$ cat src/rtl/fu_pkg.sv
// Shared constants for the functional-unit write-back path: FU ids and default widths.
package fu_pkg;
  localparam int FU_ID_W    = 3;
  localparam int DEF_NUM_FU = 5;
  localparam int DEF_DATA_W = 32;
  localparam int DEF_RD_W   = 5;

  localparam logic [FU_ID_W-1:0] FU_ALU  = 3'd0;
  localparam logic [FU_ID_W-1:0] FU_MEM  = 3'd1;
  localparam logic [FU_ID_W-1:0] FU_MUL  = 3'd2;
  localparam logic [FU_ID_W-1:0] FU_DIV  = 3'd3;
  localparam logic [FU_ID_W-1:0] FU_JUMP = 3'd4;
endpackage

$ cat src/rtl/wb_rr_pick.sv
// Combinational picker: first set request at or after the start pointer, wrapping modulo NUM_FU.
module wb_rr_pick
  import fu_pkg::*;
#(
  parameter int NUM_FU = DEF_NUM_FU,
  parameter int IDX_W  = FU_ID_W
) (
  input  logic [NUM_FU-1:0] req_i,
  input  logic [IDX_W-1:0]  ptr_i,
  output logic [NUM_FU-1:0] gnt_o,
  output logic [IDX_W-1:0]  idx_o,
  output logic              any_o
);
  localparam logic [IDX_W:0] NUM_L = (IDX_W+1)'(NUM_FU);

  logic [IDX_W:0] pos;
  logic           found;

  always_comb begin
    gnt_o = '0;
    idx_o = '0;
    found = 1'b0;
    pos   = '0;
    for (int k = 0; k < NUM_FU; k++) begin
      pos = {1'b0, ptr_i} + (IDX_W+1)'(k);
      if (pos >= NUM_L) pos = pos - NUM_L;
      if (!found && req_i[pos[IDX_W-1:0]]) begin
        found                 = 1'b1;
        gnt_o[pos[IDX_W-1:0]] = 1'b1;
        idx_o                 = pos[IDX_W-1:0];
      end
    end
    any_o = |req_i;
  end
endmodule

$ cat src/rtl/fu_wb_arbiter.sv
// Write-back arbiter: per-FU holding slots drained one per cycle onto the register-file port.
// Define WB_ARB_RR_EN for round-robin grant; default build is fixed priority (FU 0 highest).
module fu_wb_arbiter
  import fu_pkg::*;
#(
  parameter int NUM_FU = DEF_NUM_FU,
  parameter int DATA_W = DEF_DATA_W,
  parameter int RD_W   = DEF_RD_W
) (
  input  logic                     clk,
  input  logic                     rst,
  input  logic [NUM_FU-1:0]        fu_finish,
  input  logic [NUM_FU*DATA_W-1:0] fu_data,
  input  logic [NUM_FU*RD_W-1:0]   fu_rd,
  input  logic                     wb_ready,
  output logic                     wb_valid,
  output logic [FU_ID_W-1:0]       wb_fu_id,
  output logic [RD_W-1:0]          wb_rd,
  output logic [DATA_W-1:0]        wb_data,
  output logic                     wb_we,
  output logic [NUM_FU-1:0]        fu_pending,
  output logic                     ovf_err
);
  logic [NUM_FU-1:0]  pend_q, pend_d;
  logic [DATA_W-1:0]  data_q [NUM_FU];
  logic [DATA_W-1:0]  data_d [NUM_FU];
  logic [RD_W-1:0]    rd_q   [NUM_FU];
  logic [RD_W-1:0]    rd_d   [NUM_FU];
  logic               ovf_q, ovf_d;
  logic [NUM_FU-1:0]  gnt;
  logic [FU_ID_W-1:0] win, ptr;
  logic               any, xfer;

  // Grant looks only at registered pending bits, never at same-cycle finishes.
  wb_rr_pick #(.NUM_FU(NUM_FU), .IDX_W(FU_ID_W)) u_pick (
    .req_i (pend_q),
    .ptr_i (ptr),
    .gnt_o (gnt),
    .idx_o (win),
    .any_o (any)
  );

  assign xfer = any & wb_ready;

`ifdef WB_ARB_RR_EN
  logic [FU_ID_W-1:0] ptr_q, ptr_d;

  always_comb begin
    ptr_d = ptr_q;
    if (xfer) ptr_d = (win == FU_ID_W'(NUM_FU-1)) ? '0 : win + FU_ID_W'(1);
  end

  always_ff @(posedge clk or posedge rst) begin
    if (rst) ptr_q <= '0;
    else     ptr_q <= ptr_d;
  end

  assign ptr = ptr_q;
`else
  assign ptr = '0;
`endif

  // A slot refills only when empty or draining this cycle; otherwise the new result is lost.
  always_comb begin
    pend_d = pend_q;
    data_d = data_q;
    rd_d   = rd_q;
    ovf_d  = ovf_q;
    for (int i = 0; i < NUM_FU; i++) begin
      if (xfer && gnt[i]) pend_d[i] = 1'b0;
      if (fu_finish[i]) begin
        if (!pend_q[i] || (xfer && gnt[i])) begin
          pend_d[i] = 1'b1;
          data_d[i] = fu_data[i*DATA_W +: DATA_W];
          rd_d[i]   = fu_rd[i*RD_W +: RD_W];
        end else begin
          ovf_d = 1'b1;
        end
      end
    end
  end

  always_ff @(posedge clk or posedge rst) begin
    if (rst) begin
      pend_q <= '0;
      ovf_q  <= 1'b0;
      for (int i = 0; i < NUM_FU; i++) begin
        data_q[i] <= '0;
        rd_q[i]   <= '0;
      end
    end else begin
      pend_q <= pend_d;
      ovf_q  <= ovf_d;
      data_q <= data_d;
      rd_q   <= rd_d;
    end
  end

  assign wb_valid   = any;
  assign wb_fu_id   = any ? win : '0;
  assign wb_rd      = any ? rd_q[win] : '0;
  assign wb_data    = any ? data_q[win] : '0;
  assign wb_we      = any & (wb_rd != '0);
  assign fu_pending = pend_q;
  assign ovf_err    = ovf_q;
endmodule

$ cat config.mk
export PLATFORM = sky130hd
export DESIGN_NAME = fu_wb_arbiter
export DESIGN_NICKNAME = d
export VERILOG_FILES = /design/src/rtl/fu_pkg.sv /design/src/rtl/wb_rr_pick.sv /design/src/rtl/fu_wb_arbiter.sv
export SDC_FILE = /design/constraint.sdc
export NUM_CORES = 1
export LEC_CHECK = 0
export ABC_AREA = 1
export CAP_MARGIN = 20
export CORE_MARGIN = 3
export CORE_UTILIZATION = 40
export CTS_CLUSTER_DIAMETER = 200
export DETAILED_ROUTE_END_ITERATION = 7
export PLACE_DENSITY = 0.66
export SLEW_MARGIN = 40
export SYNTH_ARGS = -nofsm -noshare
export SYNTH_HDL_FRONTEND = slang
export SYNTH_HIERARCHICAL = 1
export SYNTH_SLANG_ARGS = --single-unit
$ cat constraint.sdc
create_clock -name clk -period 7.81 [get_ports clk]
set_clock_uncertainty 0.05 [all_clocks]
set_input_delay 0.781 -clock clk [delete_from_list [all_inputs] [get_ports clk]]
set_output_delay 0.781 -clock clk [all_outputs]
set_load 0.05 [all_outputs]
==> results by stage <==
STA:
- The fraction of the cycle the final worst path needs is 65.5%.
- For the pin with the worst max-slew slack, the measured transition is 0.830 ns.
- The fmax is 0.196 GHz.
- The number of endpoints with negative hold slack in the final report is 0.
- The total negative setup slack is 0 ns.
- Across all setup checks in the final design, the least slack found is 2.70 ns.
- The clock period minus worst slack is 5.11 ns.
- The max-slew violation count came to 0.
- The tightest slew margin relative to the limit is 44.7%.
- Setup repair after global routing left no endpoint under its margin.
- Setup violations remaining at the end of the flow were counted as 0.

Yosys:
- The number of warnings issued by yosys is 6.
- Synthesis produced 1092 cells.
- The fraction of registers with async set/reset is 100%.
- The share of the Yosys chip area taken by registers is 45.9%.
- The summed instance area of the synthesized netlist is 10400 um2.
- The number of enable-type register cells in the synthesized netlist is 0.
- After synthesis the netlist holds a flip-flop and latch count of 191.
- The most used flip-flop cell after synthesis is dfrtp_1.
- The mean instance size in the synthesized netlist is 9.53 um2.
- The number of different library cells in the post-synthesis netlist is 37.

Cells and area:
- Leaving out fill and tap cells, the most frequent cells in the layout are 240 x clkdlybuf4s50_1, 204 x nand2_1, 191 x dfrtp_1.
- Leaving out fill and tap cells, the most frequent cell in the layout is clkdlybuf4s50_1.
- The share of cells above drive strength 1 is 17.4%.
- From synthesis to final layout, the design area changed by 30.9%.
- The net count of the finished layout is 1526.

Critical path:
- Among all stages on the critical path, the largest delay is contributed by clkdlybuf4s50_1.
- The worst setup path is launched from a flop.
- Grouping stages by cell kind, the critical path spends the most delay in buffers and inverters.
- The launch point of the worst path is fu_pending[0].
- In this design, the critical path's most frequently occurring cell is nand2_1.
- The critical path is of the reg -> out type.
- Of all nets on the critical path, the largest fanout is 47.
- The critical path contains buffers and inverters numbering 4 combined.
- The critical path capture point type is an output port.
- The critical path goes through nand2_1 > nand3_2 > inv_2 > nor2_4 > nor2_4 > nand2_1 > nand2_1 > nor2_1 > nand3_4 > inv_2 > buf_4 > nor2_1 > o21ai_1 > nand2_1 > a21oi_1 > clkdlybuf4s50_1.
- STA puts the critical path data required time at 6.98 ns.
- The worst register-to-register path begins at fu_pending[4].
- For this run, the slowest stage of the critical path takes 0.82 ns.
- The data arrival time of the critical path is 4.28 ns.

Place:
- The congestion estimate from routability-driven global placement came to 0.900.
- The half-perimeter wire length of the detailed placement result is 21700 um.
- Before CTS, the worst setup slack after placement is 3.18 ns.
- Port buffering added 240 buffers.

Clocking:
- Clock tree synthesis found a total of 191 sinks.
- The buffers inserted during post-CTS setup optimization is 0.
- The number of buffers on the longest clock path is 2.
- The H-tree was split into 4 levels.
- Clock-pin slew was measured on the worst setup and hold paths at 0.08 ns.
- Counting the buffers created by CTS gives 17.
- In this run, post-CTS hold repair placed 0 buffers.
- The CTS tree is built.
- The worst-skew pair later-pin latency is 0.42 ns.
- The count of cells resized by post-cts repair is 0.
- CTS placed an instance of clkbuf_16 at the clock tree root.

Power and ir drop:
- The power density over cell area is 364 nW/um2.
- The leakage power is 6.27 nW.
- Across the VDD grid, the largest voltage drop is 0.301 mV.

Global routing:
- The total overflow left after global routing is 0.
- The number of global-route vias before repair is 8843.
- The first global-routing pass estimated 49000 um of wire.
- The number of antenna violations at the first check in global routing is 7.
- Global routing used 22.1% of the available tracks across all layers.
- Entering global routing, the biggest net connects 118 pins.

Min path:
- The tightest min-delay check is of the reg -> reg type.
- The startpoint identified for the worst hold timing path is data_q[130].

Flow run:
- The max-capacitance violation count is 0.

Route:
- The final route contains 8616 vias.
- In the routed design, unresolved DRC markers number 0.
- The detail-routed via count per cell is 5.17.
- The first detailed-routing pass took 5 iterations.
- After detailed routing, the total wire length is 31200 um.
- The post-detailed-route count of antenna-violating nets is 0.
- In the final routed layout, each cell accounts on average for 18.7 um.
- After the first detailed-routing iteration, the DRC count stood at 439.

Floorplanning:
- The row count is 58.
- 241 I/O pins were placed.
- Once the floorplan was initialized, standard cells occupied 41.0% of the core.
- In this run the horizontal extent of the chip is 167 um.
- The die height is 167 um.
- The core area is 25400 um2.
- The floorplan die area is 28000 um2.

Run status:
- The flow ran to the end, and the final reports show no timing, DRC or antenna violations.
==> metal layers <==
layer | up-vias | wire length [um] | GRT usage, %
li1 | 4104 | - | -
met1 | 4219 | 13800 | 29.2
met2 | 243 | 14700 | 36.2
met3 | 38 | 2250 | 6.87
met4 | 12 | 453 | 4.52
met5 | - | 65 | 0
==> report_power, final <==
group	leakage [nW]	switching [W]	internal (W)	total [W]
Clock	0.299	0.000444	0.000466	0.000910
Sequential	2.22	0.000243	0.00147	0.00171
Combinational	3.76	0.00135	0.000996	0.00234
Total	6.27	0.00204	0.00293	0.00496
==> stage by stage <==
step / instance area [um2] / hold slack (ns) / instances / total power (W) / utilization, %
floorplan: 10500 / 0.409 / 1113 / 0.00337 / -
global placement: 13000 / 0.423 / 1634 / 0.00401 / 51.0
detailed placement: 13000 / 0.427 / 1635 / 0.00406 / 51.2
CTS: 13600 / 0.445 / 1667 / 0.00498 / 53.6
global route: 13600 / 0.464 / 1668 / 0.00528 / 53.6
finish: 13600 / 0.441 / 1668 / 0.00496 / 53.6
==> state kept, by name (all words and copies together), names as in the netlist <==
register	count
rd_q	25
ovf_err	1
data_q	160
fu_pending	5
==> logic make-up (layout without fill, tap and decap cells) <==
logic type               after synthesis  in the layout  share of synthesized area [%]
AO/OA/AOI/OAI                        178            178                           8.96
XOR/XNOR                               2              2                          0.168
adder cells (fa/ha/maj)                9              9                           1.15
buffers and inverters                127            351                           6.60
flip-flops                           191            191                           45.9
multiplexers                         159            159                           18.9
other                                  1             23                         0.0360
AND/OR/NAND/NOR                      425            425                           18.3
==> synthesized netlist by cell type, drive strengths merged, types with 2 or more instances <==
cell / number / area (um2)
buf: 43 / 372
and2: 2 / 12.5
inv: 70 / 263
clkbuf: 13 / 48.8
a21oi: 71 / 363
nor3: 6 / 41.3
mux2: 159 / 1970
o22ai: 24 / 150
ha: 8 / 100
nand3: 67 / 403
dfrtp: 191 / 4780
nor2: 119 / 479
nand2: 221 / 902
o21ai: 81 / 405
nand4: 10 / 62.6
==> path summary, 6_finish.rpt <==
check                                   end  slack [ns]  depth (start not counted)
worst min register to register  data_q[130]        0.44                          1
worst max-delay path             wb_data[9]        2.70                         16
worst max register to register    data_q[2]        4.95                         12
max in group asynchronous       data_q[137]        5.75                          3
min in group asynchronous        data_q[31]        0.79                          2
worst min-delay path            data_q[130]        0.44                          1
==> final cells by class <==
type	count	area (um2)
fillers	2385	11800
multi-input cells	795	5050
flip-flops and latches	191	4780
repair buffers	248	2480
clock buffers	18	429
well taps	330	413
inverters	71	279
clock inverters	14	186
diodes	1	2.50
(Power assumes the default switching activity.)
